File: config.mk
export PLATFORM = sky130hd
export DESIGN_NAME = spi_cfg_regs
export DESIGN_NICKNAME = d
export VERILOG_FILES = /design/src/rtl/sdr_cfg_pkg.sv /design/src/rtl/spi_sync_edge.sv /design/src/rtl/spi_cfg_regs.sv
export SDC_FILE = /design/constraint.sdc
export NUM_CORES = 1
export LEC_CHECK = 0
export ABC_AREA = 0
export BUFFER_PORTS_ARGS = -buffer_cell sky130_fd_sc_hd__buf_4
export CAP_MARGIN = 10
export CORE_MARGIN = 8
export CORE_UTILIZATION = 34
export CTS_CLUSTER_DIAMETER = 40
export DETAILED_ROUTE_END_ITERATION = 8
export PLACE_DENSITY = 0.52
export SETUP_SLACK_MARGIN = 0.1
export SLEW_MARGIN = 10
export SYNTH_ARGS = -nofsm -noshare
export SYNTH_HDL_FRONTEND = slang
export SYNTH_SLANG_ARGS = --single-unit
File: constraint.sdc
create_clock -name clk -period 3.5 [get_ports clk]
set_input_delay 0.7 -clock clk [delete_from_list [all_inputs] [get_ports clk]]
set_output_delay 0.7 -clock clk [all_outputs]
set_load 0.01 [all_outputs]
File: src/rtl/sdr_cfg_pkg.sv
// Shared constants and types for the SPI configuration register bank that steers the SDR core.
// The address map and reset values live here so the core and the bench agree on them.
package sdr_cfg_pkg;

    localparam logic [7:0]  ADDR_PHASE_INC    = 8'h00;
    localparam logic [7:0]  ADDR_GAIN         = 8'h01;
    localparam logic [7:0]  ADDR_CTRL         = 8'h02;
    localparam logic [7:0]  ADDR_ERR_CLR      = 8'h7F;

    localparam int          CTRL_PWM_EN       = 0;
    localparam int          CTRL_MUTE         = 1;
    localparam int          CTRL_COMP_INV     = 2;

    localparam logic [23:0] PHASE_INC_RST_DEF = 24'h0A3066;
    localparam logic [3:0]  GAIN_RST_DEF      = 4'd8;
    localparam logic [7:0]  CTRL_RST          = 8'h01;

    typedef enum logic [1:0] {
        IDLE   = 2'd0,
        SHIFT  = 2'd1,
        COMMIT = 2'd2
    } cfg_state_e;

    // Only the three defined control bits are writable; the reserved bits always read as 0.
    function automatic logic [7:0] ctrl_word(input logic [2:0] bits);
        logic [7:0] w;
        w                = '0;
        w[CTRL_PWM_EN]   = bits[0];
        w[CTRL_MUTE]     = bits[1];
        w[CTRL_COMP_INV] = bits[2];
        return w;
    endfunction

endpackage

File: src/rtl/spi_sync_edge.sv
// Multi-flop synchroniser for one asynchronous SPI pin, with rise/fall detection in the clk domain.
// STAGES must be at least 2.
module spi_sync_edge #(
    parameter int   STAGES  = 2,
    parameter logic RST_VAL = 1'b0
) (
    input  logic clk,
    input  logic rst_n,
    input  logic din,
    output logic dout,
    output logic rise,
    output logic fall
);

    logic [STAGES-1:0] sync_q;
    logic              prev_q;

    always_ff @(posedge clk or negedge rst_n) begin
        if (!rst_n) begin
            sync_q <= {STAGES{RST_VAL}};
            prev_q <= RST_VAL;
        end else begin
            sync_q <= {sync_q[STAGES-2:0], din};
            prev_q <= sync_q[STAGES-1];
        end
    end

    assign dout = sync_q[STAGES-1];
    assign rise = dout & ~prev_q;
    assign fall = ~dout & prev_q;

endmodule

File: src/rtl/spi_cfg_regs.sv
// SPI-slave (mode 0) write-frame decoder holding the NCO/gain/control registers, committed at frame end.
// Optional macro SPI_READBACK_EN adds a MISO port and read frames (address bit 7 set).
module spi_cfg_regs
    import sdr_cfg_pkg::*;
#(
    parameter int                ADDR_W        = 8,
    parameter int                DATA_W        = 24,
    parameter logic [DATA_W-1:0] PHASE_INC_RST = PHASE_INC_RST_DEF,
    parameter logic [3:0]        GAIN_RST      = GAIN_RST_DEF,
    parameter int                SYNC_STAGES   = 2
) (
    input  logic              clk,
    input  logic              RSTb,
    input  logic              SCK,
    input  logic              MOSI,
    input  logic              CS,
    output logic [DATA_W-1:0] phase_inc,
    output logic [3:0]        gain,
    output logic [7:0]        ctrl,
    output logic              cfg_update,
    output logic              frame_err
`ifdef SPI_READBACK_EN
    ,
    output logic              MISO
`endif
);

    localparam int               FRAME_W  = ADDR_W + DATA_W;
    localparam int               CNT_W    = $clog2(FRAME_W + 2);
    localparam logic [CNT_W-1:0] CNT_FULL = CNT_W'(FRAME_W);
    localparam logic [CNT_W-1:0] CNT_MAX  = CNT_W'(FRAME_W + 1);

    logic sck_s, sck_rise, sck_fall;
    logic mosi_s, mosi_rise, mosi_fall;
    logic cs_s, cs_rise, cs_fall;

    cfg_state_e         state_q, state_d;
    logic [FRAME_W-1:0] shift_q;
    logic [CNT_W-1:0]   bit_cnt;
    logic               cs_fall_pend;
    logic               sck_take;

    logic               frame_ok;
    logic [ADDR_W-1:0]  frame_addr;
    logic [DATA_W-1:0]  frame_data;
    logic               wr_en, wr_phase, wr_gain, wr_ctrl, wr_err_clr, wr_any;

    // CS idles high, so its chain resets high to avoid a false frame start out of reset.
    spi_sync_edge #(.STAGES(SYNC_STAGES), .RST_VAL(1'b0)) u_sync_sck (
        .clk (clk), .rst_n(RSTb), .din(SCK),  .dout(sck_s),  .rise(sck_rise),  .fall(sck_fall)
    );
    spi_sync_edge #(.STAGES(SYNC_STAGES), .RST_VAL(1'b0)) u_sync_mosi (
        .clk (clk), .rst_n(RSTb), .din(MOSI), .dout(mosi_s), .rise(mosi_rise), .fall(mosi_fall)
    );
    spi_sync_edge #(.STAGES(SYNC_STAGES), .RST_VAL(1'b1)) u_sync_cs (
        .clk (clk), .rst_n(RSTb), .din(CS),   .dout(cs_s),   .rise(cs_rise),   .fall(cs_fall)
    );

    logic unused_sync;
    assign unused_sync = &{1'b0, sck_s, sck_fall, mosi_rise, mosi_fall, cs_s};

    always_ff @(posedge clk or negedge RSTb) begin
        if (!RSTb) state_q <= IDLE;
        else       state_q <= state_d;
    end

    always_comb begin
        state_d = state_q;
        case (state_q)
            IDLE:    if (cs_fall || cs_fall_pend) state_d = SHIFT;
            SHIFT:   if (cs_rise)                 state_d = COMMIT;
            COMMIT:                               state_d = IDLE;
            default:                              state_d = IDLE;
        endcase
    end

    // A CS fall seen while committing is remembered so back-to-back frames are not dropped.
    always_ff @(posedge clk or negedge RSTb) begin
        if (!RSTb)                             cs_fall_pend <= 1'b0;
        else if (state_q == COMMIT && cs_fall) cs_fall_pend <= 1'b1;
        else if (state_q == IDLE)              cs_fall_pend <= 1'b0;
    end

    assign sck_take   = (state_q == SHIFT) && sck_rise && !cs_rise;
    assign frame_ok   = (bit_cnt == CNT_FULL);
    assign frame_addr = shift_q[FRAME_W-1 -: ADDR_W];
    assign frame_data = shift_q[DATA_W-1:0];

`ifdef SPI_READBACK_EN
    assign wr_en = (state_q == COMMIT) && frame_ok && !frame_addr[ADDR_W-1];
`else
    assign wr_en = (state_q == COMMIT) && frame_ok;
`endif

    assign wr_phase   = wr_en && (frame_addr == ADDR_W'(ADDR_PHASE_INC));
    assign wr_gain    = wr_en && (frame_addr == ADDR_W'(ADDR_GAIN));
    assign wr_ctrl    = wr_en && (frame_addr == ADDR_W'(ADDR_CTRL));
    assign wr_err_clr = wr_en && (frame_addr == ADDR_W'(ADDR_ERR_CLR));
    assign wr_any     = wr_phase | wr_gain | wr_ctrl | wr_err_clr;

    always_ff @(posedge clk or negedge RSTb) begin
        if (!RSTb) begin
            shift_q <= '0;
            bit_cnt <= '0;
        end else if (state_q == IDLE) begin
            shift_q <= '0;
            bit_cnt <= '0;
        end else if (sck_take) begin
            shift_q <= {shift_q[FRAME_W-2:0], mosi_s};
            if (bit_cnt != CNT_MAX) bit_cnt <= bit_cnt + 1'b1;
        end
    end

    // All registers and the update strobe change on the same edge, so the datapath sees whole words.
    always_ff @(posedge clk or negedge RSTb) begin
        if (!RSTb) begin
            phase_inc  <= PHASE_INC_RST;
            gain       <= GAIN_RST;
            ctrl       <= CTRL_RST;
            cfg_update <= 1'b0;
            frame_err  <= 1'b0;
        end else begin
            cfg_update <= wr_any;
            if (wr_phase)   phase_inc <= frame_data;
            if (wr_gain)    gain      <= frame_data[3:0];
            if (wr_ctrl)    ctrl      <= ctrl_word(frame_data[2:0]);
            if (wr_err_clr) frame_err <= 1'b0;
            if (state_q == COMMIT && !frame_ok) frame_err <= 1'b1;
        end
    end

`ifdef SPI_READBACK_EN
    logic               rd_active;
    logic [DATA_W-1:0]  rb_shift;
    logic [DATA_W-1:0]  rb_sel;
    logic [ADDR_W-1:0]  next_addr;

    // Address as it will stand once the bit arriving on this SCK rise is shifted in.
    assign next_addr = {shift_q[ADDR_W-2:0], mosi_s};

    always_comb begin
        rb_sel = '0;
        case ({1'b0, next_addr[ADDR_W-2:0]})
            ADDR_W'(ADDR_PHASE_INC): rb_sel = phase_inc;
            ADDR_W'(ADDR_GAIN):      rb_sel = DATA_W'(gain);
            ADDR_W'(ADDR_CTRL):      rb_sel = DATA_W'(ctrl);
            ADDR_W'(ADDR_ERR_CLR):   rb_sel = DATA_W'(frame_err);
            default:                 rb_sel = '0;
        endcase
    end

    always_ff @(posedge clk or negedge RSTb) begin
        if (!RSTb) begin
            rd_active <= 1'b0;
            rb_shift  <= '0;
        end else if (state_q == IDLE) begin
            rd_active <= 1'b0;
            rb_shift  <= '0;
        end else if (sck_take && bit_cnt == CNT_W'(ADDR_W - 1) && next_addr[ADDR_W-1]) begin
            rd_active <= 1'b1;
            rb_shift  <= rb_sel;
        end else if (state_q == SHIFT && sck_fall && rd_active && bit_cnt > CNT_W'(ADDR_W)) begin
            rb_shift  <= {rb_shift[DATA_W-2:0], 1'b0};
        end
    end

    assign MISO = rd_active & ~cs_s & rb_shift[DATA_W-1];
`endif

endmodule

==> summary.md <==
| Metric | Value |
|---|---|
| Hold Crit Start | u_sync_mosi.sync_q[0] |
| Post-route cell area | between 3000 and 4000 um2 |
| I/O pins | 43 |
| Req. time, crit path | 3.74 ns |
| Number of port buffers | 37 |
| Largest cells by area after synthesis | dfrtp_1 52%, dfstp_2 10%, nand2_1 8.4%, mux2_1 6.8%, a21oi_1 5.1% |
| Maximum root-to-sink buffer count | 2 |
| WHS Path Cells | 0 |
| Post-CTS Setup Inserts | 0 |
| Status | completed |
| Hold_buf cts | 0 |
| PnR worst setup slack | between 1 and 1.5 ns |
| VDD IR-drop max | a little over 0.2 mV |
| CP Capture Type | register |
| DIE AREA | 13200 um2 |
| Worst Path Buf+Inv | 1 |
| Clock root cell | clkbuf_8 |
| LEAKAGE | 1.83 nW |
| Clock latency on the worst-skew pair | approximately 0.35 ns |
| Layout cells sized above 1 | 0.271 |
| Antenna diodes | 0 |
| Total global-route track usage | 0.105 |
| F_max | about 470 MHz |
| Most common cell after layout, fill and taps aside | nand2_1 |
| Filler Cell Count | approximately 940 |
| Yosys reg bits | 82 |
| First-pass DRT Iterations | 4 |
| Drt drc | 0 |
| # setup viols final | 0 |
| RSZ-0062 raised after global routing | no |
| Via density | 4.66 |
| Area of placed instances | 3700 um2 |
| CTS sink count | 82 |
| Area growth syn-to-layout | 19.0% |
| Fin util | 0.411 |
| Rel. slew slack | 0.327 |
| Final Critical Period | around 2.1 ns |
| Reg2reg setup slack | between 1 and 1.5 ns |
| Cts repair resizes | 0 |
| Clock-pin slew on the worst setup and hold paths | ~0.08 ns |
| CTS buffer count | 9 |
| Cells after Synth | 285 |
| Worst-margin pin slew | 1.01 ns |
| Die X | 115 um |
| Cells along the critical path | inv_1 -> ha_1 -> nor2b_1 -> nand4_2 -> nor4_2 -> mux2_2 |
| Max FO, Critical Path | 6 |
| Vias in the first global route | 2196 |
| Core Box Area | 9590 um2 |
| CP max stage cell | nor4_2 |
| Mean post-synth cell area | between 10 and 15 um2 |
| Final-stage net count | 331 |
| Routed WL per cell | 13.9 um |
| First-pass GRT wire length | 10900 um |
| Worst Hold End | u_sync_mosi.sync_q[1] |
| Final Hold Viols | 0 |
| Grt total ovfl | 0 |
| RD Place Congestion | between 0.7 and 0.8 |
| Max_cap viols | 0 |
| CP delay by family, top | simple AND/OR/NAND/NOR gates |
| CP Data Arrival Time | 2.38 ns |
| Antenna-violating nets left | 0 |
| R2r startpoint | bit_cnt[0] |
| Setup TNS | 0 ns |
| CTS tree | built |
| Dpl cells | 445 |
| Initial Util | 0.345 |
| P per Cell Area | 524 nW/um2 |
| Depth of the CTS H-tree | 3 |
| DR iter-0 viols | 122 |
| Worst reg2reg endpoint | gain[0] |
| Die height | 115 um |
| Place WS | 1.34 ns |
| Kind of critical path | reg -> reg |
| Yosys top cell area share | 0.522 |
| Detailed Place HPWL | just over 4000 um |
| Non-Filler Instances | 461 |
| Initial antenna violation count | 0 |
| Commonest cells after routing, fill and taps aside | 74 x nand2_1, 69 x dfrtp_1, 40 x buf_4 |
| Setup crit start kind | register |
| Crit-path max cell delay | ~0.6 ns |
| Cells on worst reg2reg path | 6 |
| Yosys top cell by area | dfrtp_1 |
| Sequential share of the synthesized area | 0.625 |
| Synth Warn # | 0 |
| Pin count of the biggest net entering global routing | 83 |
| Post-Syn Area | 3310 um2 |
| DR vias | 2146 |
| Max Slew Vio Count | 0 |
| Clk_skew | 0.00684 ns |
| Hold WC Path Type | reg -> reg |
| Num rows | 36 |
| Post-Route WL | 6420 um |
| Library cells used by synthesis | 33 |
| Final period util | 0.612 |
==> flip-flops by register name (all words and copies together), names as in the netlist <==
register / flops
u_sync_cs.sync_q: 2
bit_cnt: 6
shift_q: 32
u_sync_mosi.sync_q: 2
frame_err: 1
cfg_update: 1
phase_inc: 24
ctrl: 3
u_sync_sck.sync_q: 2
u_sync_sck.prev_q: 1
u_sync_cs.prev_q: 1
gain: 4
cs_fall_pend: 1
state_q: 2
==> where the power goes <==
group	internal, mW	switching (mW)	total [mW]
clock network	0.477	0.346	0.823
logic	0.0583	0.170	0.229
registers	0.981	0.0344	1.02
==> synth_stat cells (all sizes together) <==
| cell type | count |
|---|---|
| buf | 7 |
| a211oi | 1 |
| nor2b | 3 |
| or4b | 1 |
| nand3 | 3 |
| nor4b | 1 |
| nor4 | 3 |
| mux2 | 31 |
| and2 | 1 |
| o21ai | 3 |
| a21oi | 34 |
| ha | 3 |
| nor3b | 3 |
| nand2 | 74 |
| o22ai | 1 |
| dfrtp | 69 |
| dfstp | 13 |
| nor2 | 5 |
| inv | 5 |
| xnor2 | 1 |
| conb | 1 |
| nand4bb | 1 |
| or2 | 2 |
| nand4 | 3 |
| clkbuf | 10 |
| mux2i | 4 |
| nor3 | 2 |
==> stage by stage <==
step                      hold slack (ns)  power, mW
after global placement              0.336       1.27
final                               0.357       2.07
after detailed placement            0.335       1.27
after floorplan                     0.331       1.18
after CTS                           0.361       2.10
after global routing                0.362       2.17
==> per-layer routing <==
layer / track usage / vias up / part of all wire / wire, um
met4: 0.0399 / 0 / 0.014 / 92
met2: 0.163 / 39 / 0.48 / 3060
met1: 0.130 / 1079 / 0.46 / 2940
met5: 0 / - / 0 / 0
met3: 0.0406 / 9 / 0.051 / 329
li1: - / 1019 / - / -
==> layout make-up <==
| type | count | area [um2] | area share |
|---|---|---|---|
| clock inverter | 6 | 114 | 0.0289 |
| clock buffer | 10 | 128 | 0.0324 |
| inverter | 5 | 18.8 | 0.00476 |
| timing repair buffer | 40 | 300 | 0.0762 |
| multi-input combinational | 185 | 1150 | 0.291 |
| tap | 133 | 166 | 0.0422 |
| sequential | 82 | 2070 | 0.525 |
==> worst max-delay path by stage <==
stage          depth (start not counted)  startpoint  slack [ns]           end
2_1_floorplan                          7  bit_cnt[0]        1.51  phase_inc[0]
3_3_place_gp                           4  state_q[1]        1.37    bit_cnt[0]
3_5_place_dp                           6  bit_cnt[0]        1.34       gain[0]
4_1_cts                                6  bit_cnt[0]        1.33       gain[0]
5_1_grt                                4  state_q[1]        1.22    bit_cnt[1]
6_report                               6  bit_cnt[0]        1.36       gain[0]
==> logic make-up after synthesis <==
logic type,Yosys count,share of synthesized area
buffers and inverters,22,0.0351
AND/OR/NAND/NOR,102,0.147
flip-flops,82,0.625
multiplexers,35,0.118
adder cells (fa/ha/maj),3,0.0113
AO/OA/AOI/OAI,39,0.0601
other,1,0.00113
XOR/XNOR,1,0.00265
==> worst register-to-register path: cells and delay by family (launching register included) <==
kind,cells,cell delay [ns]
and+or+nand+nor,3,0.98
DFF,1,0.44
muxes,1,0.41
adders and majority gates,1,0.13
buffers and inverters,1,0.08
No activity file was read; power rests on OpenSTA's default activity.
